## src/rtl/interrupt_request_controller_pkg.sv

```systemverilog
// Shared constants for the interrupt request controller: register word offsets,
// CTRL bit positions, request FSM encodings and the timer's cause ID.
package interrupt_request_controller_pkg;

  localparam logic [2:0] REG_CTRL    = 3'd0;
  localparam logic [2:0] REG_ENABLE  = 3'd1;
  localparam logic [2:0] REG_PENDING = 3'd2;
  localparam logic [2:0] REG_CMP     = 3'd3;
  localparam logic [2:0] REG_COUNT   = 3'd4;
  localparam logic [2:0] REG_CAUSE   = 3'd5;

  localparam int CTRL_GIE  = 0;
  localparam int CTRL_TEN  = 1;
  localparam int CTRL_AUTO = 2;

  localparam logic [1:0] ST_IDLE    = 2'd0;
  localparam logic [1:0] ST_REQUEST = 2'd1;
  localparam logic [1:0] ST_SERVICE = 2'd2;
  localparam logic [1:0] ST_RETIRE  = 2'd3;

  localparam logic [3:0] CAUSE_TIMER = 4'd0;

endpackage

```

## src/rtl/interrupt_request_controller_irq_edge_sync.sv

```systemverilog
// Two-flop synchroniser plus rising-edge detector for one external interrupt line.
// The one-cycle pulse appears two cycles after the pin rises; no backpressure.
module irq_edge_sync
  import interrupt_request_controller_pkg::*;
(
  input  logic I_clk,
  input  logic I_rst,
  input  logic irq_in,
  output logic irq_rise
);

  logic sync1_q, sync2_q, prev_q;

  always_ff @(posedge I_clk or posedge I_rst) begin
    if (I_rst) begin
      sync1_q <= 1'b0;
      sync2_q <= 1'b0;
      prev_q  <= 1'b0;
    end else begin
      sync1_q <= irq_in;
      sync2_q <= sync1_q;
      prev_q  <= sync2_q;
    end
  end

  assign irq_rise = sync2_q & ~prev_q;

endmodule

```

## src/rtl/interrupt_request_controller.sv

```systemverilog
// Memory-mapped interrupt request controller: timer + N_EXT edge lines -> pending -> one request.
// Pin-to-pending 3 cycles, pending-to-request 1 cycle; a raised request is held until the handler goes busy.
module interrupt_request_controller
  import interrupt_request_controller_pkg::*;
#(
  parameter int ADDRESS_BITS = 32,
  parameter int N_EXT        = 4,
  parameter int PRESCALE     = 1
) (
  input  logic                    I_clk,
  input  logic                    I_rst,
  input  logic [N_EXT-1:0]        I_ext_irq,
  input  logic                    I_we,
  input  logic                    I_re,
  input  logic [ADDRESS_BITS-1:0] I_addr,
  input  logic [ADDRESS_BITS-1:0] I_wdata,
  output logic [ADDRESS_BITS-1:0] O_rdata,
  input  logic                    I_int_happening,
  input  logic                    I_int_done,
  output logic                    O_request,
  output logic [3:0]              O_cause,
  output logic [N_EXT:0]          O_pending
);

  localparam int NP = N_EXT + 1;

  logic [2:0]              ctrl_q;
  logic [NP-1:0]           enable_q, pending_q, pending_d;
  logic [NP-1:0]           hw_set, w1c_mask, svc_clr, eligible;
  logic [ADDRESS_BITS-1:0] cmp_q, count_q, rdata_q, rdata_d;
  logic [31:0]             presc_q;
  logic [1:0]              state_q;
  logic [3:0]              cause_q, winner;
  logic                    request_q;
  logic [2:0]              sel;
  logic                    tick, timer_hit, wr_timer;
  logic                    unused_addr;

  assign sel         = I_addr[4:2];
  assign unused_addr = ^{I_addr[ADDRESS_BITS-1:5], I_addr[1:0]};

  for (genvar k = 0; k < N_EXT; k++) begin : g_sync
    irq_edge_sync u_sync (
      .I_clk    (I_clk),
      .I_rst    (I_rst),
      .irq_in   (I_ext_irq[k]),
      .irq_rise (hw_set[k+1])
    );
  end

  assign tick      = ctrl_q[CTRL_TEN] && (presc_q == 32'(PRESCALE - 1));
  assign timer_hit = tick && (count_q == cmp_q);
  assign hw_set[0] = timer_hit;
  assign wr_timer  = I_we && (sel == REG_CMP || sel == REG_COUNT);

  // Hardware sets are OR-ed in last so they win over both W1C and retirement.
  assign w1c_mask  = (I_we && sel == REG_PENDING) ? I_wdata[NP-1:0] : '0;
  assign pending_d = (pending_q & ~w1c_mask & ~svc_clr) | hw_set;
  assign eligible  = pending_q & enable_q;

  always_comb begin
    svc_clr = '0;
    winner  = CAUSE_TIMER;
    for (int k = 0; k < NP; k++)
      svc_clr[k] = (state_q == ST_SERVICE) && I_int_done && (cause_q == 4'(k));
    for (int k = NP - 1; k >= 0; k--)
      if (eligible[k]) winner = 4'(k);
  end

  always_comb begin
    rdata_d = '0;
    case (sel)
      REG_CTRL:    rdata_d = ADDRESS_BITS'(ctrl_q);
      REG_ENABLE:  rdata_d = ADDRESS_BITS'(enable_q);
      REG_PENDING: rdata_d = ADDRESS_BITS'(pending_q);
      REG_CMP:     rdata_d = cmp_q;
      REG_COUNT:   rdata_d = count_q;
      REG_CAUSE:   rdata_d = ADDRESS_BITS'(cause_q);
      default:     rdata_d = '0;
    endcase
  end

  always_ff @(posedge I_clk or posedge I_rst) begin
    if (I_rst) begin
      ctrl_q    <= '0;
      enable_q  <= '0;
      pending_q <= '0;
      cmp_q     <= '1;
      count_q   <= '0;
      presc_q   <= '0;
      rdata_q   <= '0;
    end else begin
      pending_q <= pending_d;
      if (I_re) rdata_q <= rdata_d;
      if (I_we && sel == REG_ENABLE) enable_q <= I_wdata[NP-1:0];
      if (I_we && sel == REG_CMP) cmp_q <= I_wdata;

      if (wr_timer) presc_q <= '0;
      else if (ctrl_q[CTRL_TEN]) presc_q <= tick ? 32'd0 : presc_q + 32'd1;

      if (I_we && sel == REG_COUNT) count_q <= I_wdata;
      else if (tick) begin
        if (!timer_hit) count_q <= count_q + ADDRESS_BITS'(1);
        else if (ctrl_q[CTRL_AUTO]) count_q <= '0;
      end

      // A one-shot match stops the timer unless software rewrites CTRL in the same cycle.
      if (I_we && sel == REG_CTRL) ctrl_q <= I_wdata[2:0];
      else if (timer_hit && !ctrl_q[CTRL_AUTO]) ctrl_q[CTRL_TEN] <= 1'b0;
    end
  end

  always_ff @(posedge I_clk or posedge I_rst) begin
    if (I_rst) begin
      state_q   <= ST_IDLE;
      request_q <= 1'b0;
      cause_q   <= CAUSE_TIMER;
    end else begin
      case (state_q)
        ST_IDLE:
          if (ctrl_q[CTRL_GIE] && |eligible) begin
            cause_q   <= winner;
            request_q <= 1'b1;
            state_q   <= ST_REQUEST;
          end
        ST_REQUEST:
          if (I_int_happening) begin
            request_q <= 1'b0;
            state_q   <= ST_SERVICE;
          end
        ST_SERVICE:
          if (I_int_done) state_q <= ST_RETIRE;
        ST_RETIRE:
          if (!I_int_happening) state_q <= ST_IDLE;
        default: begin
          request_q <= 1'b0;
          state_q   <= ST_IDLE;
        end
      endcase
    end
  end

  assign O_rdata   = rdata_q;
  assign O_request = request_q;
  assign O_cause   = cause_q;
  assign O_pending = pending_q;

endmodule

```

## config.mk

```make
export PLATFORM = sky130hd
export DESIGN_NAME = interrupt_request_controller
export DESIGN_NICKNAME = d
export VERILOG_FILES = /design/src/rtl/interrupt_request_controller_pkg.sv /design/src/rtl/interrupt_request_controller_irq_edge_sync.sv /design/src/rtl/interrupt_request_controller.sv
export SDC_FILE = /design/constraint.sdc
export NUM_CORES = 1
export LEC_CHECK = 0
export CORE_MARGIN = 4
export CORE_UTILIZATION = 35
export CTS_CLUSTER_SIZE = 25
export DETAILED_ROUTE_END_ITERATION = 16
export GPL_TIMING_DRIVEN = 0
export SLEW_MARGIN = 20
export SYNTH_ARGS = -nofsm -noshare
export SYNTH_HDL_FRONTEND = slang
export SYNTH_SLANG_ARGS = --single-unit
```

## constraint.sdc

```tcl
create_clock -name I_clk -period 11.3 [get_ports I_clk]
set_input_delay 2.26 -clock I_clk [delete_from_list [all_inputs] [get_ports I_clk]]
set_output_delay 2.26 -clock I_clk [all_outputs]
set_load 0.02 [all_outputs]
```

==> insert_results.sql <==
INSERT INTO impl_metrics (metric_group, metric, value, unit) VALUES
('status', 'outcome', 'finished, final reports clean', ''),
('final_layout', 'layout_area_overhead', '23.2', '%'),
('synthesis', 'syn-cell-area', '0.00837', 'mm²'),
('power', 'power_density', '192', 'mW/mm²'),
('place', 'dpl.hpwl', '16.4', 'mm'),
('floorplan', 'die_width', '163', 'µm'),
('route', 'drt_drc_violations_left', '0', ''),
('route', 'wirelength', '22.7', 'mm'),
('sta', 'final_period_minus_worst_setup_slack', '4.62', 'ns'),
('worst_setup_path', 'worst_ep_arrival_time', '4.89', 'ns'),
('synthesis', 'synth_enable_flop_cells', '0', ''),
('floorplan', 'ioPinCount', '116', ''),
('global_route', 'antenna_found_initial', '0', ''),
('global_route', 'grt_util_all_layers', '17.7', '%'),
('sta', 'fin_crit_share', '40.9', '%'),
('sta', 'hold_viol_final', '0', ''),
('route', 'dr_total_vias', '6736', ''),
('place', 'place_area', '0.00965', 'mm²'),
('global_route', 'pin_count_of_the_biggest_net_entering_global_routing', '85', ''),
('floorplan', 'die_area', '0.0265', 'mm²'),
('clock_network', 'post_cts_resized', '0', ''),
('floorplan', 'die_h', '163', 'µm'),
('clock_network', 'cts.sinks', '159', ''),
('place', 'port_buffers', '84', ''),
('global_route', 'number_of_global_route_vias_before_repair', '6748', ''),
('global_route', 'grt_busiest_layer', 'met2', ''),
('route', 'detail_route.wl_per_cell', '17.7', 'µm'),
('floorplan', 'floorplan.core_area', '0.0235', 'mm²'),
('clock_network', 'cts-root-to-sink-buffers', '2', ''),
('final_layout', 'fin_util', '43.9', '%'),
('floorplan', 'core.rowCount', '56', ''),
('global_route', 'first_pass_grt_wire_length', '37.1', 'mm'),
('power', 'vdd_drop_max', '118', 'µV'),
('synthesis', 'synth.area.top_cells', 'dfrtp_1, dfstp_2, mux2_2', ''),
('final_layout', 'area_taken_by_flip_flops_and_latches', '0.00402', 'mm²'),
('worst_setup_path', 'criticalPathCategory', 'in -> reg', ''),
('place', 'rd_place_congestion', '0.863', ''),
('power', 'p_leak', '4.20', 'nW'),
('global_route', 'met1_usage', '24.6', '%'),
('synthesis', 'top_ff_cell_synth', 'dfrtp_1', ''),
('global_route', 'grt.met3_usage', '4.18', '%'),
('clock_network', 'ctsHtreeMaxLevel', '4', ''),
('final_layout', 'post_route_cells_drive_above_1_share', '14.7', '%'),
('sta', 'post-route-worst-setup-slack', '6.68', 'ns'),
('clock_network', 'cts-buffers-inserted', '17', ''),
('sta', 'timing.fmax', '0.216', 'GHz'),
('synthesis', 'yosysUniqueCellTypes', '69', ''),
('sta', 'fin_setup_tns', '0', 'ns'),
('route', 'iteration_0_drc_count_of_the_detailed_router', '379', ''),
('hold_path', 'min-delay-path-class', 'reg -> reg', ''),
('synthesis', 'ys_async_sr_fraction', '100', '%'),
('clock_network', 'clk_root_buffer_cell', 'clkbuf_16', ''),
('synthesis', 'synth-seq-cells', '159', ''),
('global_route', 'grt-ovfl-total', '0', ''),
('route', 'avgViaCountPerCell', '5.24', ''),
('synthesis', 'syn-instance-count', '850', ''),
('synthesis', 'postSynthAreaPerCell', '9.85', 'µm²'),
('final_layout', 'fillCellCount', '2275', ''),
('job', 'number_of_max_cap_violations', '0', ''),
('worst_setup_path', 'critPathLaunchType', 'input port', ''),
('floorplan', 'starting_utilization_of_the_core_area', '35.7', '%'),
('synthesis', 'synth_fp_nets', '932', ''),
('final_layout', 'layout.cells.most_common_list', 'dfrtp_1, clkdlybuf4s50_1, nand2_1, inv_1, nor2_1', ''),
('final_layout', 'antennaDiodeCount', '0', ''),
('synthesis', 'yosys.area.top_type_share', '38.0', '%'),
('route', 'route.antenna.remaining_nets', '0', ''),
('place', 'dp_worst_setup_slack', '6.28', 'ns'),
('synthesis', 'yosys_warnings', '0', ''),
('clock_network', 'postCtsHoldBufs', '0', ''),
('worst_setup_path', 'worst_ep_required_time', '11.57', 'ns'),
('worst_setup_path', 'endpoint_kind', 'flop', '');
[cells in the mapped netlist, types with 9 or more instances]
master and count:
nand3_1 34, nand2_1 81, or3_1 9, o22ai_1 30, and4_1 10, nor4_1 19, mux2_2 42, dfrtp_1 127
a21oi_1 30, dfstp_2 32, clkbuf_1 19, o21ai_0 35, nand4_1 18, inv_1 62, xnor2_1 10, o21ai_1 9
xor2_1 46, nor2_1 61, nor3_1 10, a22oi_1 52, buf_1 10
[report_power, final]
| group | total, mW | leakage [nW] | internal (mW) | switching, mW |
|---|---|---|---|---|
| sequential | 0.801 | 1.96 | 0.686 | 0.115 |
| combinational | 0.542 | 1.92 | 0.231 | 0.311 |
| clock | 0.640 | 0.316 | 0.398 | 0.242 |
| total | 1.98 | 4.20 | 1.31 | 0.668 |
[worst max-delay path, stage by stage]
cell	delay, ns
clkdlybuf4s50_1	0.62
clkbuf_1	0.48
nand2_1	0.10
nand2_1	0.17
clkbuf_1	0.49
buf_1	0.56
o22ai_1	0.19
[cell families (layout without fill, tap and decap cells)]
group	Yosys count	count (layout)	share of synthesized area, %
xor+xnor	56	56	5.86
mux	50	50	6.76
buf+inv	107	224	5.64
simple gates	277	277	17.1
flops	159	159	48.0
fa+ha+maj	8	8	1.20
compound gates	192	192	15.3
other cells	1	1	0.0448
[area by class of cell]
| type | instances | share of cell area, % |
|---|---|---|
| clock buffers | 18 | 4.26 |
| well taps | 319 | 3.87 |
| clock inverters | 14 | 2.05 |
| flip-flops and latches | 159 | 39.0 |
| repair buffers | 85 | 8.42 |
| inverters | 62 | 2.33 |
| multi-input cells | 584 | 37.8 |
| plain buffers | 45 | 2.32 |
[path summary, 6_finish.rpt]
kind                                           from                       end  slack (ns)  depth (start not counted)
setup / recovery                          I_addr[4]                O_rdata[3]        6.68                          7
hold / removal             g_sync[3].u_sync.sync1_q  g_sync[3].u_sync.sync2_q        0.35                          0
setup reg to reg                          cmp_q[15]                count_q[9]        8.55                          7
hold reg to reg            g_sync[3].u_sync.sync1_q  g_sync[3].u_sync.sync2_q        0.35                          0
max in group asynchronous                     I_rst                 cmp_q[18]        8.14                          3
min in group asynchronous                     I_rst  g_sync[2].u_sync.sync1_q        2.30                          2
[sequential cells by signal, indices dropped and copies added, names as in the netlist, 3 cells and up]
name,flops
presc_q,32
count_q,32
enable_q,5
O_rdata,32
g_sync.u_sync.sync1_q,4
g_sync.u_sync.prev_q,4
O_pending,5
ctrl_q,3
O_cause,3
g_sync.u_sync.sync2_q,4
cmp_q,32
[per-layer routing]
metal | wire (µm) | share of wire (%)
met1 | 10500 | 46
met2 | 10500 | 46
met3 | 1300 | 5.7
met4 | 366 | 1.6
met5 | 0 | 0
Note: power is estimated with default switching activity, not from simulation.
